[src/rtl/exp_freq_integ_pkg.sv]
// Shared definitions for the e^x engine: Q-format widths, engine state
// encodings and the 1/i! coefficient table (Q0.16).
package exp_pkg;

    localparam int FRAC_W = 16;   // Q0.16 operand / fraction width
    localparam int SUM_W  = 18;   // Q2.16 running sum width
    localparam int PROD_W = 32;   // full 16x16 product width

    localparam logic [2:0] ST_IDLE  = 3'd0;
    localparam logic [2:0] ST_LOAD  = 3'd1;
    localparam logic [2:0] ST_MULX  = 3'd2;
    localparam logic [2:0] ST_MULC  = 3'd3;
    localparam logic [2:0] ST_ACCUM = 3'd4;
    localparam logic [2:0] ST_DONE  = 3'd5;

    // 1/i! in Q0.16 for i = 2..7; i = 0,1 are never looked up.
    function automatic logic [FRAC_W-1:0] invfact(input logic [2:0] i);
        case (i)
            3'd2:    invfact = 16'h8000;
            3'd3:    invfact = 16'h2AAB;
            3'd4:    invfact = 16'h0AAB;
            3'd5:    invfact = 16'h0222;
            3'd6:    invfact = 16'h005B;
            3'd7:    invfact = 16'h000D;
            default: invfact = 16'h0000;
        endcase
    endfunction

endpackage

[src/rtl/exp_freq_integ_if.sv]
// Bundle of the e^x engine's measurement, request and result signals.
// master = stimulus side, slave = engine side.
interface exp_freq_integ_if;

    logic        f;
    logic        adjust;
    logic [2:0]  n;
    logic        start;
    logic [15:0] x;
    logic        valid;
    logic [7:0]  k;
    logic        acc_out;
    logic        done;
    logic [1:0]  intpart;
    logic [15:0] fracpart;
    logic [2:0]  curState;

    modport master (
        output f, adjust, n, start, x,
        input  valid, k, acc_out, done, intpart, fracpart, curState
    );

    modport slave (
        input  f, adjust, n, start, x,
        output valid, k, acc_out, done, intpart, fracpart, curState
    );

endinterface

[src/rtl/exp_freq_integ_freq_meter.sv]
// Frequency meter plus phase accumulator: counts rising edges of f over a
// 2**WIN_LOG2 clk window after adjust falls, publishes k/valid, and turns k
// into a clock-enable pulse train acc_out at rate k/2**(8+n) per clk.
module freq_meter #(
    parameter int WIN_LOG2 = 8
) (
    input  logic       clk,
    input  logic       rst,
    input  logic       f,
    input  logic       adjust,
    input  logic [2:0] n,
    output logic       valid,
    output logic [7:0] k,
    output logic       acc_out
);

    logic [2:0]          f_sync;      // [1:0] synchroniser, [2] edge history
    logic                rise;
    logic                adj_d;
    logic                measuring;
    logic [WIN_LOG2-1:0] win_cnt;
    logic [7:0]          edge_cnt;
    logic [7:0]          edge_next;
    logic [15:0]         acc;
    logic [15:0]         acc_sum;
    logic [3:0]          tap;

    assign rise      = f_sync[1] & ~f_sync[2];
    assign edge_next = (rise && edge_cnt != 8'hFF) ? edge_cnt + 8'd1 : edge_cnt;
    assign acc_sum   = acc + {8'h00, k};
    assign tap       = 4'd8 + {1'b0, n};

    // Bring f into the clk domain and keep one stage of history for edge detect.
    always_ff @(posedge clk or posedge rst) begin
        if (rst) f_sync <= '0;
        else     f_sync <= {f_sync[1:0], f};
    end

    // Measurement window: held clear during adjust, started on its falling edge.
    always_ff @(posedge clk or posedge rst) begin
        if (rst) begin
            adj_d     <= 1'b0;
            measuring <= 1'b0;
            win_cnt   <= '0;
            edge_cnt  <= '0;
            k         <= '0;
            valid     <= 1'b0;
        end else begin
            adj_d <= adjust;
            if (adjust) begin
                measuring <= 1'b0;
                win_cnt   <= '0;
                edge_cnt  <= '0;
                valid     <= 1'b0;
            end else if (adj_d) begin
                measuring <= 1'b1;
                win_cnt   <= '0;
                edge_cnt  <= '0;
            end else if (measuring) begin
                edge_cnt <= edge_next;
                win_cnt  <= win_cnt + 1'b1;
                if (&win_cnt) begin
                    k         <= edge_next;
                    valid     <= 1'b1;
                    measuring <= 1'b0;
                end
            end
        end
    end

    // Phase accumulator; k never reaches bit 8+n, so the carry into that bit
    // is just the flip of the sum bit relative to the old accumulator bit.
    always_ff @(posedge clk or posedge rst) begin
        if (rst) begin
            acc     <= '0;
            acc_out <= 1'b0;
        end else if (!valid) begin
            acc     <= '0;
            acc_out <= 1'b0;
        end else begin
            acc     <= acc_sum;
            acc_out <= acc_sum[tap] ^ acc[tap];
        end
    end

endmodule

[src/rtl/exp_freq_integ.sv]
// Top of the Exp4 datapath: fixed-point e^x Taylor engine paced by the
// calibrated enable from freq_meter, using one shared 16x16 multiplier.
// Optional macro ROUND_EN: products round to nearest instead of truncating.
module exp_freq_integ
    import exp_pkg::*;
#(
    parameter int WIN_LOG2 = 8,
    parameter int NTERMS   = 8
) (
    input  logic clk,
    input  logic rst,
    exp_freq_integ_if.slave bus
);

    logic              valid;
    logic [7:0]        k;
    logic              acc_out;
    logic [2:0]        state;
    logic [FRAC_W-1:0] x_reg;
    logic [FRAC_W-1:0] p;
    logic [FRAC_W-1:0] t;
    logic [SUM_W-1:0]  sum;
    logic [2:0]        idx;
    logic              done;
    logic [1:0]        intpart;
    logic [FRAC_W-1:0] fracpart;
    logic [FRAC_W-1:0] mul_b;
    logic [PROD_W-1:0] prod;
    logic [PROD_W-1:0] prod_adj;
    logic [FRAC_W-1:0] prod_q;

    freq_meter #(.WIN_LOG2(WIN_LOG2)) u_meter (
        .clk     (clk),
        .rst     (rst),
        .f       (bus.f),
        .adjust  (bus.adjust),
        .n       (bus.n),
        .valid   (valid),
        .k       (k),
        .acc_out (acc_out)
    );

    // Shared multiplier: p times x in MULX, p times 1/i! in MULC.
    assign mul_b = (state == ST_MULX) ? x_reg : invfact(idx);
    assign prod  = {16'h0000, p} * {16'h0000, mul_b};
`ifdef ROUND_EN
    assign prod_adj = prod + 32'h0000_8000;
`else
    assign prod_adj = prod;
`endif
    assign prod_q = 16'(prod_adj >> FRAC_W);

    // Engine FSM: advances only on enable pulses, so it freezes while valid=0.
    always_ff @(posedge clk or posedge rst) begin
        if (rst) begin
            state    <= ST_IDLE;
            x_reg    <= '0;
            p        <= '0;
            t        <= '0;
            sum      <= '0;
            idx      <= '0;
            done     <= 1'b0;
            intpart  <= '0;
            fracpart <= '0;
        end else if (acc_out) begin
            case (state)
                ST_IDLE: begin
                    if (bus.start) state <= ST_LOAD;
                end
                ST_LOAD: begin
                    x_reg <= bus.x;
                    p     <= bus.x;
                    sum   <= 18'h10000 + {2'b00, bus.x};
                    idx   <= 3'd2;
                    done  <= 1'b0;
                    state <= ST_MULX;
                end
                ST_MULX: begin
                    p     <= prod_q;
                    state <= ST_MULC;
                end
                ST_MULC: begin
                    t     <= prod_q;
                    state <= ST_ACCUM;
                end
                ST_ACCUM: begin
                    sum <= sum + {2'b00, t};
                    if (idx == 3'(NTERMS - 1)) begin
                        state <= ST_DONE;
                    end else begin
                        idx   <= idx + 3'd1;
                        state <= ST_MULX;
                    end
                end
                ST_DONE: begin
                    {intpart, fracpart} <= sum;
                    done                <= 1'b1;
                    if (!bus.start) state <= ST_IDLE;
                end
                default: state <= ST_IDLE;
            endcase
        end
    end

    assign bus.valid    = valid;
    assign bus.k        = k;
    assign bus.acc_out  = acc_out;
    assign bus.done     = done;
    assign bus.intpart  = intpart;
    assign bus.fracpart = fracpart;
    assign bus.curState = state;

endmodule

[src/flat_wrapper.sv]
// flat-port wrapper written by rule: the top's interface ports become plain ports
module exp_freq_integ_flat import exp_pkg::*;
#(
    parameter int WIN_LOG2 = 8,
    parameter int NTERMS   = 8
)
  (clk, rst, bus_f, bus_adjust, bus_n, bus_start, bus_x, bus_valid, bus_k, bus_acc_out, bus_done, bus_intpart, bus_fracpart, bus_curState);
  exp_freq_integ_if bus_i ();
  input  logic clk;
  input  logic rst;
  input wire logic [$bits(bus_i.f)-1:0] bus_f;
  input wire logic [$bits(bus_i.adjust)-1:0] bus_adjust;
  input wire logic [$bits(bus_i.n)-1:0] bus_n;
  input wire logic [$bits(bus_i.start)-1:0] bus_start;
  input wire logic [$bits(bus_i.x)-1:0] bus_x;
  output wire logic [$bits(bus_i.valid)-1:0] bus_valid;
  output wire logic [$bits(bus_i.k)-1:0] bus_k;
  output wire logic [$bits(bus_i.acc_out)-1:0] bus_acc_out;
  output wire logic [$bits(bus_i.done)-1:0] bus_done;
  output wire logic [$bits(bus_i.intpart)-1:0] bus_intpart;
  output wire logic [$bits(bus_i.fracpart)-1:0] bus_fracpart;
  output wire logic [$bits(bus_i.curState)-1:0] bus_curState;
  assign bus_i.f = bus_f;
  assign bus_i.adjust = bus_adjust;
  assign bus_i.n = bus_n;
  assign bus_i.start = bus_start;
  assign bus_i.x = bus_x;
  assign bus_valid = bus_i.valid;
  assign bus_k = bus_i.k;
  assign bus_acc_out = bus_i.acc_out;
  assign bus_done = bus_i.done;
  assign bus_intpart = bus_i.intpart;
  assign bus_fracpart = bus_i.fracpart;
  assign bus_curState = bus_i.curState;
  exp_freq_integ #(.WIN_LOG2(WIN_LOG2), .NTERMS(NTERMS)) u_core (.clk(clk), .rst(rst), .bus(bus_i));
endmodule
[config.mk]
export PLATFORM = sky130hd
export DESIGN_NAME = exp_freq_integ_flat
export DESIGN_NICKNAME = d
export VERILOG_FILES = /design/src/rtl/exp_freq_integ_pkg.sv /design/src/rtl/exp_freq_integ_if.sv /design/src/rtl/exp_freq_integ_freq_meter.sv /design/src/rtl/exp_freq_integ.sv /design/src/flat_wrapper.sv
export SDC_FILE = /design/constraint.sdc
export NUM_CORES = 1
export LEC_CHECK = 0
export CORE_UTILIZATION = 40
export CTS_CLUSTER_DIAMETER = 30
export DETAILED_ROUTE_END_ITERATION = 6
export DONT_BUFFER_PORTS = 1
export HOLD_SLACK_MARGIN = 0.06
export PLACE_DENSITY_LB_ADDON = 0.2
export REMOVE_ABC_BUFFERS = 1
export SLEW_MARGIN = 20
export SYNTH_ARGS = -nofsm -noshare
export SYNTH_HDL_FRONTEND = slang
export SYNTH_SLANG_ARGS = --single-unit
[constraint.sdc]
create_clock -name clk -period 6.5 [get_ports clk]
set_input_delay 1.3 -clock clk [delete_from_list [all_inputs] [get_ports clk]]
set_output_delay 1.3 -clock clk [all_outputs]
set_load 0.02 [all_outputs]
==> summary.md <==
| Metric | Value |
|---|---|
| Status | finished with violations |
| Violated checks | negative setup slack |
| Worst setup path startpoint | u_core.idx[0]$_DFFE_PP0P_ |
| Die Area | 0.0388 sq mm |
| WP data required | 6790 ps |
| Setup slack at placement | -923 ps |
| CP Capture Type | flop |
| IO buf count | 0 |
| Max_cap viols | 0 |
| Via density | 5.10 |
| Row count | 71 |
| Post-Synth XOR/XNOR Area | 3.69% |
| First-pass GRT wire length | 65300 microns |
| Routed Antenna Nets | 0 |
| Post-synthesis mux area share | 2.31% |
| Clock Sinks | 138 |
| Vias in the first global route | 11900 |
| Gpl congestion | 0.869 |
| Largest net degree at the start of global routing | 91 |
| Core area | 0.0375 sq mm |
| Top_reg_cell synth | dfrtp_1 |
| Final WS setup | -359 ps |
| Average size of a mapped cell | 9.19 sq um |
| Simple-gate share of the synthesized area | 17.3% |
| Clk buf depth | 2 |
| Post-synth cell types | 70 |
| TNS Setup | -6050 ps |
| Synthesized area | 0.0152 sq mm |
| Initial antenna violation count | 1 |
| Post-synth ARST share | 100% |
| Final min period | 6860 ps |
| Most flops, register | u_core.sum |
| RSZ-0062 raised after global routing | yes |
| Drc violations | 0 |
| Crit path DAT | 7150 ps |
| Highest clock rate | 146 MHz |
| Worst-path clk slew | 60 ps |
| Area share of fa/ha/maj cells after synthesis | 36.7% |
| Ys Warns | 0 |
| DP HPWL | 31300 microns |
| Seq/Total Area, Yosys | 22.7% |
| Max_slew headroom | 33.7% |
| Area Overhead vs Synth | 19.3% |
| Placed cell count | 2221 |
| CP dominant cell by count | fa_1 |
| HP Class | flop to flop |
| Largest fanout on the critical path | 7 |
| Initial core utilization | 40.5% |
| Routed wire length | 40300 microns |
| Die height | 197 microns |
| Io pins | 56 |
| GR Overflow Total | 0 |
| Pre-antenna DRT Iters | 5 |
| Root Buffer | clkbuf_16 |
| Yosys reg bits | 138 |
| Worst min-delay path startpoint | u_core.u_meter.f_sync[0]$_DFF_PP0_ |
| Htree depth | 4 |
| Initial DRC Count | 618 |
| Die X | 197 microns |
| Global-route usage over all layers | 21.6% |
| Num CTS Buffers | 17 |
| Synth Area in Compound Gates | 9.47% |
| # setup viols final | 31 |
| Mapped Cells | 1652 |
| Number of synthesized flops with an enable pin | 0 |
| Slew @ Worst Pin | 995 ps |
| Hold-fix buffers, CTS | 0 |
| Clock Skews | 11.9 ps |
| Fin. Hold Viols | 0 |
| WL per Instance | 17.7 microns |
| Crit path kind | flop to flop |
| Layout cells sized above 1 | 18.9% |
| Largest stage delay on the critical path | 550 ps |
| TritonCTS clock tree | done |
| Largest family of logic cells by synthesized area | adder cells |
| Nets | 2105 |
| Fin crit share | 106% |
| Critical-path top delay cell | fa_1 |
| Startpoint Class | flop |
| Max FFs per register | 18 |
| Non-Filler Instances | 2278 |
| Worst skew pair latency | 420 ps |
| Slew Limit Fails | 0 |
| Total vias in the final route | 11600 |
| Reg2reg start | u_core.idx[0]$_DFFE_PP0P_ |
-- through the flow --
stage	util, %	instance area (sq um)	hold slack (ps)
2_1_floorplan	-	14900	331
3_3_place_gp	44.4	16700	336
3_5_place_dp	44.4	16700	336
4_1_cts	47.6	17800	350
5_1_grt	48.3	18100	366
6_report	48.3	18100	349
-- synthesized netlist by cell type, drive strengths merged, types with 2 or more instances --
cell / number / area, sq um
nand2b: 12 / 75.1
nor2: 80 / 300
a311oi: 5 / 43.8
nor2b: 31 / 194
nand4: 13 / 87.6
clkbuf: 63 / 236
or2: 2 / 12.5
o31ai: 4 / 35.0
o221ai: 4 / 35.0
a211o: 4 / 35.0
o22ai: 3 / 18.8
nor3b: 4 / 30.0
mux2: 21 / 236
nor4b: 3 / 32.5
nand2: 257 / 965
inv: 247 / 927
a31oi: 12 / 96.3
buf: 6 / 25.0
xnor2: 32 / 280
mux2i: 8 / 92.6
and3: 34 / 213
a21oi: 58 / 294
dfrtp: 138 / 3450
o211ai: 7 / 52.6
a22oi: 5 / 37.5
o21bai: 3 / 37.5
nor4: 2 / 12.5
ha: 133 / 1660
a21o: 14 / 105
o21ai: 63 / 319
a211oi: 15 / 123
xor2: 32 / 280
and2: 79 / 494
o21a: 12 / 90.1
nand3: 18 / 90.1
nand3b: 2 / 15.0
or3: 5 / 31.3
fa: 195 / 3900
nor3: 10 / 50.1
-- logic make-up after synthesis --
logic type,after synthesis
simple gates,555
compound gates,221
buf+inv,316
mux,30
flops,138
fa+ha+maj,328
xor+xnor,64
-- path summary, 6_finish.rpt --
check                                                      to  slack, ps  cells past startpoint
setup / recovery                      u_core.t[6]$_DFFE_PP0P_       -360                     31
hold / removal             u_core.u_meter.f_sync[1]$_DFF_PP0_        350                      0
setup reg to reg                      u_core.t[6]$_DFFE_PP0P_       -360                     31
hold reg to reg            u_core.u_meter.f_sync[1]$_DFF_PP0_        350                      0
max in group asynchronous  u_core.bus.fracpart[8]$_DFFE_PP0P_       4480                      2
min in group asynchronous    u_core.u_meter.acc[14]$_DFF_PP0_        900                      1
-- layout by cell type (no fill, tap or decap), types with 26 or more instances in the layout --
cell type  synthesis  routed
fa_1             195     188
ha_1             133     115
xor2_1            32      29
inv_1            247     231
nor2b_1           31      26
and3_1            34      33
dfrtp_1          138     136
and2_1            78      70
nand2_1          257     249
o21ai_0           48      36
buf_4              0     129
a21oi_1           57      47
nor2_1            80      74
-- per-layer routing --
metal / vias up / track usage [%] / wire length (microns)
met5: - / 0 / 0
met4: 0 / 4.48 / 592
met3: 30 / 3.27 / 2030
met2: 238 / 34.2 / 18700
met1: 5864 / 31.2 / 18900
li1: 5475 / - / -
-- final cells by class --
class                           count  area [sq um]
Inverter                          247           932
Timing Repair Buffer              151          1320
Clock inverter                     12           116
Tap cell                          511           639
Multi-Input combinational cell   1198         11200
Antenna cell                        1          2.50
Fill cell                        3570         19400
Sequential cell                   138          3460
Clock buffer                       20           457
-- worst max-delay path, delay by kind of cell (launching register included) --
| kind | cells | cell delay [ps] |
|---|---|---|
| xor gates and xnor gates | 1 | 130 |
| buffers and inverters | 11 | 1170 |
| adders and majority gates | 8 | 3400 |
| DFF | 1 | 430 |
| AOI/OAI and AO/OA | 6 | 880 |
| and+or+nand+nor | 5 | 710 |
-- timing repair --
action                     CTS  global route
resized for setup          108            53
setup endpoints to repair   32            32
pin swaps                   66            40
buffers inserted            20             5
cloned                       0             1
Power is left out: the tool's default activity adds up to more than one toggle a clock period on the data nets, which glitch-free logic cannot reach.
